## src/rtl/pwmout_multi.sv

```systemverilog
`default_nettype none
// pwmout_multi: N-channel RC/ESC pulse generator sharing one frame timebase, with
// frame-boundary shadowed speed commands, per-channel enables and command-loss failsafe.
module pwmout_multi #(
  parameter int NUM_CH         = 4,
  parameter int SPEED_W        = 8,
  parameter int PRESCALE       = 12,
  parameter int PERIOD_US      = 20000,
  parameter int MIN_US         = 1000,
  parameter int RANGE_US       = 1000,
  parameter int TIMEOUT_FRAMES = 50
) (
  input  logic                        clk,
  input  logic                        rst_n,
  input  logic [NUM_CH-1:0]           enable,
  input  logic [NUM_CH*SPEED_W-1:0]   speed,
  input  logic [NUM_CH-1:0]           speed_valid,
  output logic [NUM_CH-1:0]           pwm_out,
  output logic                        frame_start,
  output logic [NUM_CH-1:0]           failsafe
);

  localparam int PRE_W  = (PRESCALE > 1) ? $clog2(PRESCALE) : 1;
  localparam int US_W   = (PERIOD_US > 1) ? $clog2(PERIOD_US) : 1;
  localparam int TO_W   = (TIMEOUT_FRAMES > 0) ? $clog2(TIMEOUT_FRAMES + 1) : 1;
  localparam int PROD_W = SPEED_W + $clog2(RANGE_US + 1);

  localparam logic [PRE_W-1:0] PRE_LAST = PRE_W'(PRESCALE - 1);
  localparam logic [US_W-1:0]  US_LAST  = US_W'(PERIOD_US - 1);
  localparam logic [US_W-1:0]  MIN_W    = US_W'(MIN_US);
  localparam logic [TO_W-1:0]  TO_MAX   = TO_W'(TIMEOUT_FRAMES);

  if (MIN_US + RANGE_US > PERIOD_US) begin : g_bad_width_cfg
    $error("pwmout_multi: MIN_US + RANGE_US must not exceed PERIOD_US");
  end
  if (MIN_US < 1) begin : g_bad_min_cfg
    $error("pwmout_multi: MIN_US must be at least 1");
  end

  // Full-precision product keeps the top speed code strictly below MIN_US+RANGE_US.
  function automatic logic [US_W-1:0] calc_width(input logic [SPEED_W-1:0] s);
    logic [PROD_W-1:0] prod;
    prod = PROD_W'(s) * PROD_W'(RANGE_US);
    return MIN_W + US_W'(prod >> SPEED_W);
  endfunction

  logic [PRE_W-1:0] pre_cnt;
  logic [US_W-1:0]  us_cnt;
  logic [US_W-1:0]  us_next;
  logic             tick;
  logic             boundary;

  assign tick     = (pre_cnt == PRE_LAST);
  assign boundary = tick && (us_cnt == US_LAST);

  always_comb begin
    us_next = us_cnt;
    if (boundary) begin
      us_next = '0;
    end else if (tick) begin
      us_next = us_cnt + US_W'(1);
    end
  end

  always_ff @(posedge clk or negedge rst_n) begin
    if (!rst_n) begin
      pre_cnt     <= '0;
      us_cnt      <= '0;
      frame_start <= 1'b0;
    end else begin
      pre_cnt     <= tick ? '0 : pre_cnt + PRE_W'(1);
      us_cnt      <= us_next;
      frame_start <= boundary;
    end
  end

  for (genvar i = 0; i < NUM_CH; i++) begin : g_ch
    logic [SPEED_W-1:0] shadow;
    logic [US_W-1:0]    width_act;
    logic [US_W-1:0]    width_next;
    logic [TO_W-1:0]    to_cnt;
    logic [TO_W-1:0]    to_next;
    logic               en_act;
    logic               en_next;
    logic               fs;
    logic               fs_next;
    logic               pwm_q;

    always_comb begin
      fs_next    = fs;
      to_next    = to_cnt;
      en_next    = en_act & enable[i];
      width_next = width_act;
      if (speed_valid[i]) begin
        fs_next = 1'b0;
        to_next = '0;
      end
      // The boundary latch reads the pre-write shadow, so a same-cycle command waits a frame.
      if (boundary) begin
        en_next = enable[i];
        if (!speed_valid[i] && (TIMEOUT_FRAMES != 0)) begin
          if (to_cnt != TO_MAX) begin
            to_next = to_cnt + TO_W'(1);
          end
          if (to_next == TO_MAX) begin
            fs_next = 1'b1;
          end
        end
        width_next = fs_next ? MIN_W : calc_width(shadow);
      end
    end

    always_ff @(posedge clk or negedge rst_n) begin
      if (!rst_n) begin
        shadow    <= '0;
        width_act <= '0;
        to_cnt    <= '0;
        en_act    <= 1'b0;
        fs        <= 1'b0;
        pwm_q     <= 1'b0;
      end else begin
        if (speed_valid[i]) begin
          shadow <= speed[i*SPEED_W +: SPEED_W];
        end
        width_act <= width_next;
        to_cnt    <= to_next;
        en_act    <= en_next;
        fs        <= fs_next;
        pwm_q     <= en_next && enable[i] && (us_next < width_next);
      end
    end

    assign pwm_out[i]  = pwm_q;
    assign failsafe[i] = fs;
  end

endmodule
`default_nettype wire

```

## config.mk

```make
export PLATFORM = sky130hd
export DESIGN_NAME = pwmout_multi
export DESIGN_NICKNAME = d
export VERILOG_FILES = /design/src/rtl/pwmout_multi.sv
export SDC_FILE = /design/constraint.sdc
export NUM_CORES = 1
export LEC_CHECK = 0
export BUFFER_PORTS_ARGS = -buffer_cell sky130_fd_sc_hd__buf_2
export CAP_MARGIN = 20
export CELL_PAD_IN_SITES_DETAIL_PLACEMENT = 1
export CELL_PAD_IN_SITES_GLOBAL_PLACEMENT = 1
export CORE_ASPECT_RATIO = 0.7
export CORE_MARGIN = 3
export CORE_UTILIZATION = 54
export DETAILED_ROUTE_END_ITERATION = 12
export PLACE_DENSITY = 0.89
export SYNTH_ARGS = -nofsm -noshare
export SYNTH_HDL_FRONTEND = slang
export SYNTH_SLANG_ARGS = --single-unit
```

## constraint.sdc

```tcl
create_clock -name clk -period 11 [get_ports clk]
set_input_delay 0.55 -clock clk [delete_from_list [all_inputs] [get_ports clk]]
set_output_delay 0.55 -clock clk [all_outputs]
set_load 0.03 [all_outputs]
```

After elaboration in Yosys (flattened, before gate mapping)
Index checks and enable logic that the tools add are counted.

Magnitude comparators: 4. Reductions and logical operators: 9. Equality and inequality tests: 10. Multiplexer cells: 59. Bitwise logic cells: 4. Add/sub/neg operators: 10. $mul: 4.

Operators by type and width (number): $mux W6 (24); $mux W15 (6); $lt A15 B15 Y1 (4); $mul A8 B7 Y15 const B (4); $add A10 B10 Y11 const A (4); $mux W11 (4); $add A6 B1 Y6 const B (4); $eq A6 B6 Y1 const B (4); $mux W1 (24); $ne A6 B6 Y1 const B (4); $add A15 B1 Y15 const B (1); $eq A15 B15 Y1 const B (1); $logic_and A1 B1 Y1 (9); $add A4 B1 Y4 const B (1); $and A1 B1 Y1 (4); $eq A4 B4 Y1 const B (1); $mux W4 (1).

Bits of input ports: 42. Output and inout bits: 9. Logic and storage cells: 127. Register bits after elaboration: 148.

Depth between registers and ports, before layout
Gate-level depths: netlist of run 1.

Depth after elaboration: 12. Mapped depth: 28. Mapped depth without buffers: 28.

Worst setup path before layout of run 1
No wires, ideal clock.

Kind: reg-to-reg. From: register g_ch[2].shadow[0]. To: register g_ch[2].pwm_q. Cell stages (with the launch flop): 27. Path slack: 5092 ps. Library setup time: 130 ps. Buffers on the path: 1. Data arrival time: 5778 ps. Cell sequence: dfrtp_1 -> fa_1 -> xor2_1 -> ha_1 -> fa_1 -> inv_1 -> fa_1 -> inv_1 -> ha_1 -> nor3_1 -> a211oi_1 -> a211o_1 -> buf_2 -> or3b_1 -> a31oi_1 -> nor3b_2 -> xor2_1 -> o22ai_1 -> ha_1 -> nand4_1 -> or3_1 -> nor3_1 -> o21ai_0 -> nand2_1 -> nor3b_1 -> o21ai_0 -> a31oi_1.

Cells in the longest elaborated chain, start to end: 6.

RTL lines: from (decl) (RTL line 78) `logic [SPEED_W-1:0] shadow;`; from (signal assigned) (RTL line 123) `shadow <= speed[i*SPEED_W +: SPEED_W];`; $mul A8 B7 Y15 (RTL line 43) `prod = PROD_W'(s) * PROD_W'(RANGE_US);`; $add A10 B10 Y11 (RTL line 44) `return MIN_W + US_W'(prod >> SPEED_W);`; $mux W11 (RTL line 109) `width_next = fs_next ? MIN_W : calc_width(shadow);`; $mux W15 (RTL line 99) `if (boundary) begin`; $lt A15 B15 Y1 (RTL line 129) `pwm_q <= en_next && enable[i] && (us_next < width_next);`; $logic_and A1 B1 Y1 (RTL line 129); to (signal assigned) (RTL line 129); to (decl) (RTL line 87) `logic pwm_q;`.

No other way between the ends. A chain may end at the register's enable or synchronous reset.

Final worst setup path of run 1
From: register g_ch[3].shadow[1]. To: register g_ch[3].pwm_q.

Cells in the longest elaborated chain, start to end: 6.

RTL lines (RTL line): from (decl) (78); from (signal assigned) (123); $mul A8 B7 Y15 (43); $add A10 B10 Y11 (44); $mux W11 (109); $mux W15 (99); $lt A15 B15 Y1 (129); $logic_and A1 B1 Y1 (129); to (signal assigned) (129); to (decl) (87).

No other way between the ends.

==> flow_summary.toml, run 1 <==
[die]
die_x_microns = 196
start_util_pct = 56.3
io_pins = 51
rows = 47
dieArea_sq_mm = 0.0272
chipHeight_microns = 139
core_sq_mm = 0.0242

[worst_setup_path]
path_delay_family = "adder cells"
reg2reg_from = "g_ch[3].shadow[1]"
cp-start-kind = "register"
end_kind = "register"
cp_max_fo = 6
critPathRequiredTime_ns = 11.36
worstPathBufferInverterCount = 2
critPathLaunch = "g_ch[3].shadow[1]"
cpPeakStageDelay_ns = 0.63
slowest_stage = "a2111oi_2"
criticalPathCategory = "register to register"
arrival_ns = 7.20

[synth]
syn_inst = 1444
syn_avg_cell_area_sq_um = 9.42
synthSimpleGateAreaFrac_pct = 14.7
ys_ff_latch = 148
syn_area_sq_mm = 0.0136
synth_nets = 1780
ys_types = 73
synth_compound_area_share_pct = 12.6
synthMuxAreaShare_pct = 1.35
yosysWarningCount = 0
synth_seq_area_share_pct = 27.2
synthAdderAreaFrac_pct = 31.5
ys.flop_type = "dfrtp_1"
synth_edf_count = 0
synthXorXnorAreaFrac_pct = 6.18
async_reset_ff_share_pct = 100
synth_top_family_by_area = "adder cells"

[clocking]
cts_resized = 0
clk_root_buffer_cell = "clkbuf_16"
cts_setup_buffers = 0
cts_buffers = 17
cts.clk_slew.worst_paths_ns = 0.07
cts-htree-levels = 4
clock_latency_ns = 0.45
cts_tree = "done"
clock_sinks = 148
clockBufferDepth = 2
cts_hold_buf = 0

[global_routing]
grt_overflow = 0
grt_max_degree = 92
grt_pass1_vias = 12393
grtUsageTotal_pct = 30.3
grt_pass1_wl_microns = 65700
antenna_found_initial = 0

[timing]
drv_slew = 0
finalSetupViolCount = 0
max_slew_margin_pct = 35.3
tightestPinTransition_ns = 0.964
fin_crit_sh_pct = 62.2
grt_setup_unrepaired = "false"
fin_tns_setup_ns = 0
finalHoldViolCount = 0
clock_skew_ns = 0.0106
fmax_mhz = 146
layout_min_cycle_time_ns = 6.84

[route]
drc = 0
detail_route.wl_per_cell_microns = 22.1
route.met2.wl_microns = 19700
wl_microns = 39900
ant_nets = 0
via_per_inst = 6.10
dr_wl_met3_microns = 1830
drt_pass1_iterations = 5
wl_met1_microns = 17000
drt_iter0_drc = 757
vias = 11029
top_layer_used = "met4"

[placed_design]
hpwl_microns = 28000
placedInstanceArea_sq_mm = 0.0141
gp_congestion = 0.837
io_buffer_count = 50

[cells_and_area]
drive_gt1_share_pct = 7.99
antenna_cells = 0
postLayoutCellArea_sq_mm = 0.0148
nNetsFinal = 1812
synthToLayoutAreaGrowth_pct = 8.65

[pwr]
switching_share_pct = 49.8
leakage_nw = 7.61
seqPwrFrac_pct = 13.3
p_comb_share_pct = 71.1
p_switching_mw = 2.18
intPower_mw = 2.20
clockPowerShare_pct = 15.5
power_density_mw_per_mm2 = 296
peakVddDrop_mv = 0.159

[status]
outcome = "complete, no violations"

[hold_path]
hold_class = "input port to async pin"

[flow_run]
maxCapViolCount = 0
worst reg2reg max path, cell delays in order, from the launching register on:
cell and delay [ns]:
dfrtp_1 0.50, fa_1 0.62, xor2_1 0.18, ha_1 0.27, fa_1 0.51, inv_1 0.06
fa_1 0.51, inv_1 0.04, ha_1 0.30, nor2_1 0.09, a2111oi_2 0.63, a211o_1 0.35
mux2i_1 0.52, o221ai_1 0.22, nand3_1 0.14, xor2_1 0.22, o22ai_1 0.11, ha_1 0.33
a21o_1 0.16, a21oi_1 0.13, nor2b_1 0.05, o21ai_0 0.14, nand2b_1 0.07, a21oi_1 0.22
o2111ai_1 0.16, a41oi_1 0.20
state kept, by name (all words and copies together) (netlist names):
name            count
g_ch.fs             4
pre_cnt             4
g_ch.to_cnt        24
frame_start         1
us_cnt             15
g_ch.pwm_q          4
g_ch.width_act     60
g_ch.en_act         4
g_ch.shadow        32
per-stage QoR:
stage / utilization [%] / hold slack (ns) / std cells / power (mW) / setup WS, ns
final: 61.1 / 0.172 / 1807 / 4.38 / 4.16
after global routing: 61.1 / 0.247 / 1807 / 4.71 / 3.71
after CTS: 61.1 / 0.221 / 1807 / 4.34 / 4.20
after detailed placement: 58.4 / 0.452 / 1775 / 3.49 / 4.28
after global placement: 58.4 / 0.445 / 1775 / 3.26 / 4.85
after floorplan: - / 0.254 / 1444 / 2.83 / 5.09
metal layers:
metal	vias up	global-route usage, %
met4	0	12.0
li1	4965	-
met3	119	5.59
met5	-	0
met2	341	51.6
met1	5604	38.3
cells in the final DEF, fill, tap and decap left out, types with 7 or more instances in the layout:
cell type  instances
fa_1              80
or3_1             13
mux2_2            11
nand3_1           36
xnor2_1           53
and2_1            16
dfrtp_1          148
buf_2             49
clkinv_4           8
a211o_1            9
nand2b_1          17
a21o_1            22
and3_1             9
nand4_1           20
o22ai_1           12
o21a_1            23
a21oi_1           56
nor3_1            28
clkbuf_16         17
inv_1            182
a31oi_1            7
nor2_1            84
a211oi_1          10
o21ai_0           65
ha_1             214
xor2_1            43
nor2b_1           25
o22a_1            11
nand2_1          127
cell usage after synthesis, drive strengths merged, types with 23 or more instances:
cell type / number / area share, %
a21oi: 56 / 2.1
clkbuf: 33 / 0.91
dfrtp: 148 / 27
fa: 80 / 12
ha: 214 / 20
inv: 182 / 5.0
nand2: 127 / 3.5
nand3: 36 / 1.3
nor2: 84 / 2.3
nor2b: 25 / 1.1
nor3: 29 / 1.1
o21a: 23 / 1.3
o21ai: 68 / 2.6
xnor2: 53 / 3.4
xor2: 43 / 2.8
power groups by stage:
| stage | combinational, mW | sequential [mW] | clock (mW) |
|---|---|---|---|
| 3_5_place_dp | 2.90 | 0.594 | 0 |
| 2_1_floorplan | 2.24 | 0.585 | 0 |
| 6_report | 3.11 | 0.584 | 0.680 |
| 3_3_place_gp | 2.67 | 0.591 | 0 |
| 4_1_cts | 3.08 | 0.584 | 0.683 |
| 5_1_grt | 3.41 | 0.587 | 0.709 |
layout make-up:
| cell class | instances | area [sq um] |
|---|---|---|
| inverter | 182 | 683 |
| multi-input combinational | 1071 | 9030 |
| clock inverter | 14 | 229 |
| timing repair buffer | 56 | 302 |
| sequential | 148 | 3700 |
| tap | 318 | 398 |
| clock buffer | 18 | 429 |
| fill | 2752 | 9390 |
kinds of logic (layout without fill, tap and decap cells):
kind of cell    count (synthesis)  after routing
flops                         148            148
xor+xnor                       96             96
fa+ha+maj                     294            294
buf+inv                       225            270
compound gates                258            258
mux                            17             17
simple gates                  406            406
worst paths after layout:
path	to	slack, ns	depth (start not counted)
worst max-delay path	g_ch[3].pwm_q	4.16	25
worst min-delay path	g_ch[0].shadow[4]	0.17	1
worst max register to register	g_ch[3].pwm_q	4.16	25
worst min register to register	g_ch[3].width_act[11]	0.47	2
max in group asynchronous	g_ch[3].width_act[6]	9.42	2
min in group clk	g_ch[1].shadow[3]	0.31	3
No activity file was read; power rests on OpenSTA's default activity.
==> run 2: changes to the inputs <==
CORE_UTILIZATION = 50   (was 54)
PLACE_DENSITY = 0.84   (was 0.89)
clock period = 7.1 ns   (was 11 ns; I/O delays follow)
==> flow_summary.toml, run 2 (same netlist as run 1, synthesis figures left out) <==
[pwr]
power_density_mw_per_mm2 = 438
peakVddDrop_mv = 0.249
leakage_nw = 7.60

[global_routing]
grtUsageTotal_pct = 25.3
grt_overflow = 0
grt_pass1_wl_microns = 59200
met1_usage_pct = 34.1
antenna_found_initial = 0
grt_max_degree = 92
grt_use_met2_pct = 43.0
grt_pass1_vias = 11544
grt_use_met3_pct = 3.33
busiest_layer = "met2"

[status]
outcome = "finished, violations left"
violations = "hold timing"

[clocking]
cts_setup_buffers = 0
clk_root_buffer_cell = "clkbuf_16"
clockBufferDepth = 2
cts.clk_slew.worst_paths_ns = 0.06
clock_latency_ns = 0.46
cts_buffers = 17
cts_hold_buf = 0
cts-htree-levels = 4
cts_tree = "done"
clock_sinks = 148
cts_resized = 0

[timing]
layout_min_cycle_time_ns = 6.59
fin_tns_setup_ns = 0
fmax_mhz = 152
tightestPinTransition_ns = 0.954
finalSetupViolCount = 0
drv_slew = 0
clock_skew_ns = 0.00895
grt_setup_unrepaired = "false"
hold_slack_ns = -0.0137
max_slew_margin_pct = 36.4
fin_crit_sh_pct = 92.8
finalHoldViolCount = 4

[cells_and_area]
final_cell_mix = "214 x ha_1, 182 x inv_1, 148 x dfrtp_1, 127 x nand2_1, 84 x nor2_1"
register_area_sq_mm = 0.00370
final_util_pct = 56.4
nNetsFinal = 1813
drive_gt1_share_pct = 7.93
regMostFlops = "g_ch.width_act"
antenna_cells = 0
reg_top3 = "g_ch.width_act: 60 flops, g_ch.shadow: 32 flops, g_ch.to_cnt: 24 flops"
synthToLayoutAreaGrowth_pct = 8.73
largest_reg_flops = 60
fillers = 3011
final_common_cell = "ha_1"
postLayoutCellArea_sq_mm = 0.0148
multi_input_area_sq_mm = 0.00903

[worst_setup_path]
cp-endpoint = "g_ch[3].pwm_q"
cp_max_fo = 6
r2r_slack_ns = 0.51
critPathLaunch = "g_ch[3].shadow[1]"
timing.rr.end = "g_ch[3].pwm_q"
end_kind = "register"
criticalPathCategory = "register to register"
critPathRequiredTime_ns = 7.47
reg2reg_from = "g_ch[3].shadow[1]"
reg2reg_depth = 25
arrival_ns = 6.96
cp-start-kind = "register"

[placed_design]
hpwl_microns = 26600
gp_congestion = 0.808
placedInstanceArea_sq_mm = 0.0142
io_buffer_count = 50

[die]
io_pins = 51
core_sq_mm = 0.0262
chipHeight_microns = 144
dieArea_sq_mm = 0.0293
rows = 49
start_util_pct = 51.8
die_x_microns = 203

[route]
drt_iter0_drc = 447
wl_microns = 35400
drt_pass1_iterations = 5
drc = 0
vias = 10593
detail_route.wl_per_cell_microns = 19.2
ant_nets = 0
via_per_inst = 5.74

[flow_run]
maxCapViolCount = 0

[hold_path]
hold_class = "input port to async pin"
==> run 2: cell count changes in the layout (fill, tap and decap cells not counted) <==
cell	change
clkinv_2	+4
clkbuf_8	+2
bufinv_16	-1
clkinvlp_4	+1
clkinv_4	-7
inv_6	-1
buf_4	+1
==> run 2: per-layer routing <==
layer / routed length [microns] / up-vias
met5: 0 / -
met3: 1150 / 58
li1: - / 4984
met4: 725 / 0
met2: 16900 / 179
met1: 16600 / 5372
==> run 2: worst min path at each step <==
stage                     startpoint                     to  slack (ns)
4_1_cts                        rst_n      g_ch[0].shadow[6]        0.06
5_1_grt                        rst_n      g_ch[0].shadow[6]        0.10
3_5_place_dp   g_ch[3].width_act[12]  g_ch[3].width_act[12]        0.45
6_report                       rst_n      g_ch[0].shadow[6]       -0.01
2_1_floorplan                  rst_n            frame_start        0.06
3_3_place_gp   g_ch[1].width_act[11]  g_ch[1].width_act[11]        0.44
==> run 2: final cells by class <==
type / count / area share (%)
multi-input combinational: 1071 / 61.1
sequential: 148 / 25.0
inverter: 182 / 4.62
clock buffer: 20 / 3.09
tap: 357 / 3.02
timing repair buffer: 57 / 2.09
clock inverter: 10 / 1.06
==> run 2: power breakdown <==
group / total (mW) / switching [mW] / internal (mW)
registers: 0.905 / 0.0432 / 0.862
logic: 4.60 / 2.69 / 1.91
clock network: 0.981 / 0.382 / 0.600
==> run 2: per-stage QoR <==
stage	setup slack (ns)	power, mW	std cells	hold slack [ns]
after floorplan	1.19	4.38	1444	0.0594
after global placement	0.947	5.07	1815	0.445
after detailed placement	0.572	5.37	1815	0.453
after CTS	0.538	6.48	1845	0.0571
after global routing	0.0675	7.06	1845	0.101
final	0.509	6.48	1845	-0.0137
==> run 2: worst max-delay path, cell delays in order, from the launching register on <==
cell,delay [ns]
dfrtp_1,0.47
fa_1,0.61
xor2_1,0.21
ha_1,0.28
fa_1,0.52
inv_1,0.06
fa_1,0.50
inv_1,0.04
ha_1,0.30
nor2_1,0.08
a2111oi_2,0.59
a211o_1,0.32
mux2i_1,0.48
o221ai_1,0.22
nand3_1,0.14
xor2_1,0.20
o22ai_1,0.10
ha_1,0.32
a21o_1,0.16
a21oi_1,0.13
nor2b_1,0.06
o21ai_0,0.17
nand2b_1,0.09
a21oi_1,0.16
o2111ai_1,0.12
a41oi_1,0.18
